`src/rtl/fir_inverse_sfir.sv`:
```
// Inverse of the 4-tap saturating FIR: rebuilds x[n] from y[n] using one shared
// saturating multiplier over a three-step MAC sequence with valid/ready on both sides.
module fir_inverse_sfir #(
   parameter int COEF0  = 2,
   parameter int COEF1  = 3,
   parameter int COEF2  = -2,
   parameter int COEF3  = 8,
   parameter int SHIFT0 = 1
) (
   input  logic                system1000,
   input  logic                system1000_rstn,
   input  logic signed [15:0]  y_t,
   input  logic                in_valid,
   output logic                in_ready,
   output logic signed [15:0]  x_hat,
   output logic                out_valid,
   input  logic                out_ready
);

   localparam int unsigned W  = 16;
   localparam int unsigned PW = 32;
   // Division by c0 is a shift; SHIFT0 is trusted unless it disagrees with COEF0.
   localparam int unsigned SH =
      unsigned'((COEF0 == (1 << SHIFT0)) ? SHIFT0 : $clog2(COEF0));

   localparam logic signed [W-1:0] C1 = W'(COEF1);
   localparam logic signed [W-1:0] C2 = W'(COEF2);
   localparam logic signed [W-1:0] C3 = W'(COEF3);

   localparam logic signed [PW-1:0] MAXV = 32'sd32767;
   localparam logic signed [PW-1:0] MINV = -32'sd32768;

   typedef enum logic [2:0] {IDLE, MAC1, MAC2, MAC3, OUT} state_t;

   state_t state_q, state_d;

   logic signed [W-1:0]  acc_q, acc_d;
   logic signed [W-1:0]  h0_q, h0_d, h1_q, h1_d, h2_q, h2_d;
   logic signed [W-1:0]  x_hat_q, x_hat_d;
   logic                 out_valid_q, out_valid_d;
   logic                 in_ready_q, in_ready_d;

   logic signed [W-1:0]  mul_a, mul_b;
   logic signed [PW-1:0] prod, diff;
   logic signed [W-1:0]  prod_sat, diff_sat, x_new;

   function automatic logic signed [W-1:0] sat16(input logic signed [PW-1:0] v);
      if (v > MAXV)      sat16 = W'(MAXV);
      else if (v < MINV) sat16 = W'(MINV);
      else               sat16 = W'(v);
   endfunction

   // Shared multiplier: coefficient/history pair chosen by the current MAC step.
   always_comb begin
      mul_a = C1;
      mul_b = h0_q;
      case (state_q)
         MAC2: begin
            mul_a = C2;
            mul_b = h1_q;
         end
         MAC3: begin
            mul_a = C3;
            mul_b = h2_q;
         end
         default: ;
      endcase
      prod     = PW'(mul_a) * PW'(mul_b);
      prod_sat = sat16(prod);
      diff     = PW'(acc_q) - PW'(prod_sat);
      diff_sat = sat16(diff);
      x_new    = diff_sat >>> SH;
   end

   always_comb begin
      state_d     = state_q;
      acc_d       = acc_q;
      h0_d        = h0_q;
      h1_d        = h1_q;
      h2_d        = h2_q;
      x_hat_d     = x_hat_q;
      out_valid_d = out_valid_q;
      in_ready_d  = in_ready_q;
      case (state_q)
         IDLE: begin
            if (in_valid && in_ready_q) begin
               acc_d      = y_t;
               in_ready_d = 1'b0;
               state_d    = MAC1;
            end
         end
         MAC1: begin
            acc_d   = diff_sat;
            state_d = MAC2;
         end
         MAC2: begin
            acc_d   = diff_sat;
            state_d = MAC3;
         end
         MAC3: begin
            x_hat_d     = x_new;
            out_valid_d = 1'b1;
            h2_d        = h1_q;
            h1_d        = h0_q;
            h0_d        = x_new;
            state_d     = OUT;
         end
         OUT: begin
            if (out_ready) begin
               out_valid_d = 1'b0;
               in_ready_d  = 1'b1;
               state_d     = IDLE;
            end
         end
         default: begin
            out_valid_d = 1'b0;
            in_ready_d  = 1'b1;
            state_d     = IDLE;
         end
      endcase
   end

   always_ff @(posedge system1000 or negedge system1000_rstn) begin
      if (!system1000_rstn) state_q <= IDLE;
      else                  state_q <= state_d;
   end

   always_ff @(posedge system1000 or negedge system1000_rstn) begin
      if (!system1000_rstn) begin
         acc_q       <= '0;
         h0_q        <= '0;
         h1_q        <= '0;
         h2_q        <= '0;
         x_hat_q     <= '0;
         out_valid_q <= 1'b0;
         in_ready_q  <= 1'b1;
      end else begin
         acc_q       <= acc_d;
         h0_q        <= h0_d;
         h1_q        <= h1_d;
         h2_q        <= h2_d;
         x_hat_q     <= x_hat_d;
         out_valid_q <= out_valid_d;
         in_ready_q  <= in_ready_d;
      end
   end

   assign in_ready  = in_ready_q;
   assign x_hat     = x_hat_q;
   assign out_valid = out_valid_q;

endmodule

```
`config.mk`:
```
export PLATFORM = sky130hd
export DESIGN_NAME = fir_inverse_sfir
export DESIGN_NICKNAME = d
export VERILOG_FILES = /design/src/rtl/fir_inverse_sfir.sv
export SDC_FILE = /design/constraint.sdc
export NUM_CORES = 1
export LEC_CHECK = 0
export BUFFER_PORTS_ARGS = -buffer_cell sky130_fd_sc_hd__buf_2
export CAP_MARGIN = 20
export CORE_AREA = 8 8 155 193
export CTS_CLUSTER_DIAMETER = 120
export CTS_CLUSTER_SIZE = 28
export DETAILED_ROUTE_END_ITERATION = 8
export DIE_AREA = 0 0 163 201
export HOLD_SLACK_MARGIN = 0.1
export SYNTH_ARGS = -nofsm -noshare
export SYNTH_HDL_FRONTEND = slang
export SYNTH_SLANG_ARGS = --single-unit
export TNS_END_PERCENT = 30
```
`constraint.sdc`:
```
create_clock -name system1000 -period 26.2 [get_ports system1000]
set_clock_uncertainty 0.15 [all_clocks]
set_input_delay 1.31 -clock system1000 [delete_from_list [all_inputs] [get_ports system1000]]
set_output_delay 1.31 -clock system1000 [all_outputs]
set_load 0.02 [all_outputs]
```
==> flow_metrics.tcl <==
set metrics [dict create \
    placementRows 67 \
    insertion_delay_ns 0.35 \
    reg2reg_to "x_hat[8]" \
    dieHeight_um 201 \
    synth_area_um2 9250 \
    crit_fanout 28 \
    cts_buffers 9 \
    ys.warnings.count 0 \
    hold_viol_final 0 \
    syn_avg_cell_area_um2 8.65 \
    regArea_um2 1650 \
    grt_max_degree 67 \
    cts-resized-gates 0 \
    grt_overflow 0 \
    antenna_left 0 \
    vias 7069 \
    firstDrtPassIters 4 \
    fmax_ghz 0.0827 \
    antenna_found_initial 0 \
    worst_hold_path.num_cells 2 \
    hold_buffers 0 \
    num_antenna_cells 0 \
    required_ns 26.25 \
    die_area_um2 32800 \
    detail_route.wl_per_cell_um 15.3 \
    synth_seq_cells 66 \
    wl_um 22000 \
    drtIter0Drc 367 \
    worst_ep_arrival_time_ns 12.14 \
    r2r-start "state_q[2]" \
    synth_cells 1069 \
    grt_pass1_wl_um 36500 \
    rr_worst_depth 35 \
    mostFrequentLayoutCells "193 x inv_1, 167 x nand2_1, 125 x fa_1, 82 x ha_1, 74 x a21oi_1" \
    finalCriticalPeriod_ns 12.09 \
    initial_core_util_pct 34.7 \
    maxSlewViolCount 0 \
    place.gp.congestion 0.868 \
    start_kind "flip-flop" \
    cts.path.max_buffers 2 \
    grt_setup_unrepaired "false" \
    placed_area_um2 9730 \
    drv_cap 0 \
    cpPeakStageDelay_ns 0.71 \
    cts_tree "built" \
    ys.flop_type "dfrtp_1" \
    hp-start "h2_q[12]" \
    rrSetupSlack_ns 14.11 \
    post-route-drc-count 0 \
    nFillCells 2756 \
    path_clk_slew_ns 0.06 \
    grt_pass1_vias 7311 \
    yosysSeqAreaShare_pct 17.9 \
    synth-edff-count 0 \
    synthToLayoutAreaGrowth_pct 9.01 \
    hpwl_um 18400 \
    final_nets 1312 \
    num_io_pins 38 \
    hp-class "reg2reg" \
    core_um2 26700 \
    setup_violations 0 \
    max_slew_margin_pct 34.3 \
    cts_root_buf "clkbuf_16" \
    final.period_utilization_pct 46.2 \
    die_w_um 163 \
    cts_sinks 66 \
    htree_levels 3 \
    syn_nets 1296 \
    synth_area_leaders "fa_1 27%, dfrtp_1 18%, ha_1 11%" \
    grt_usage_pct 13.6 \
    status "complete, no violations" \
    final_cell_area_um2 10100 \
    layout_commonest_cell "inv_1" \
    yosys.area.top_type "fa_1" \
    synth_top_area_share_pct 27.1 \
    hold_end "h2_q[12]" \
    crit_top_cell "fa_1" \
    port_buffers 37 \
    crit_type "reg2reg" \
    drive_above_1_share_pct 9.27 \
    async_reset_ff_share_pct 100 \
    tightest_slew_ns 0.985 \
    end_kind "flip-flop" \
    routed_via_density 4.93 \
    cts_setup_buffers 0 \
    synth_cell_types 70 \
    critPathSlowestCell "fa_1" \
    multi_input_area_um2 6690 \
    tns_ns 0 \
]
## per-layer routing
layer	global-route usage (%)	up-vias	part of all wire, %
met4	3.25	0	1.8
met3	1.83	22	2.8
met1	16.9	3474	43
met2	24.3	130	52
met5	0	-	0
li1	-	3443	-
## layout make-up
type                            count  area share (%)
Clock buffer                        9            2.23
Clock inverter                      7           0.993
Inverter                          193            7.18
Multi-Input combinational cell    771            66.4
Sequential cell                    66            16.4
Tap cell                          345            4.28
Timing Repair Buffer               44            2.56
## registers in the layout, summed over array words and instances, names as in the netlist
name,flops
acc_q,16
h1_q,15
in_ready,1
state_q,3
out_valid,1
h2_q,15
x_hat,15
## synthesized netlist by cell type, types with 7 or more instances
cell type,n
nor2b_1,7
or2_2,7
nor3_1,12
inv_1,193
xnor2_1,17
a31oi_1,7
nand2_1,168
fa_1,125
nor2_1,67
and2_1,18
nand2b_1,11
a21oi_1,74
mux2i_1,11
a21oi_2,11
dfrtp_1,65
ha_1,82
a21o_1,16
xor2_1,14
o21ai_1,13
o21ai_0,28
clkbuf_1,26
## cells by family after synthesis
| group | Yosys count | share of synthesized area, % |
|---|---|---|
| xor+xnor | 32 | 3.23 |
| buf+inv | 232 | 9.82 |
| mux | 16 | 1.80 |
| fa+ha+maj | 207 | 38.1 |
| compound gates | 197 | 13.9 |
| simple gates | 319 | 15.3 |
| flops | 66 | 17.9 |
## metrics by stage
step / setup WS [ns] / hold slack, ns / util [%] / cells
after global routing: 13.26 / 0.343 / 37.8 / 1435
after detailed placement: 14.06 / 0.307 / 36.5 / 1418
final: 14.11 / 0.318 / 37.8 / 1435
after CTS: 14.04 / 0.324 / 37.7 / 1434
after floorplan: 15.81 / 0.290 / - / 1069
after global placement: 14.27 / 0.305 / 36.5 / 1418
## worst max path at each step
stage,startpoint,end,slack [ns],cells past startpoint
floorplan,state_q[2],x_hat[10],15.81,40
global placement,state_q[2],x_hat[9],14.27,35
detailed placement,state_q[2],x_hat[9],14.06,35
CTS,state_q[2],x_hat[11],14.04,35
global route,state_q[2],x_hat[8],13.26,36
finish,state_q[2],x_hat[8],14.11,35
## critical path: cells and delay by family (launching register included)
family	cells	cell delay, ns
DFF	1	0.48
AOI/OAI and AO/OA	12	3.96
buffers and inverters	7	0.76
and+or+nand+nor	7	2.21
adders and majority gates	9	4.38
Power is left out: the tool's default activity adds up to more than one toggle a clock period on the data nets, which glitch-free logic cannot reach.
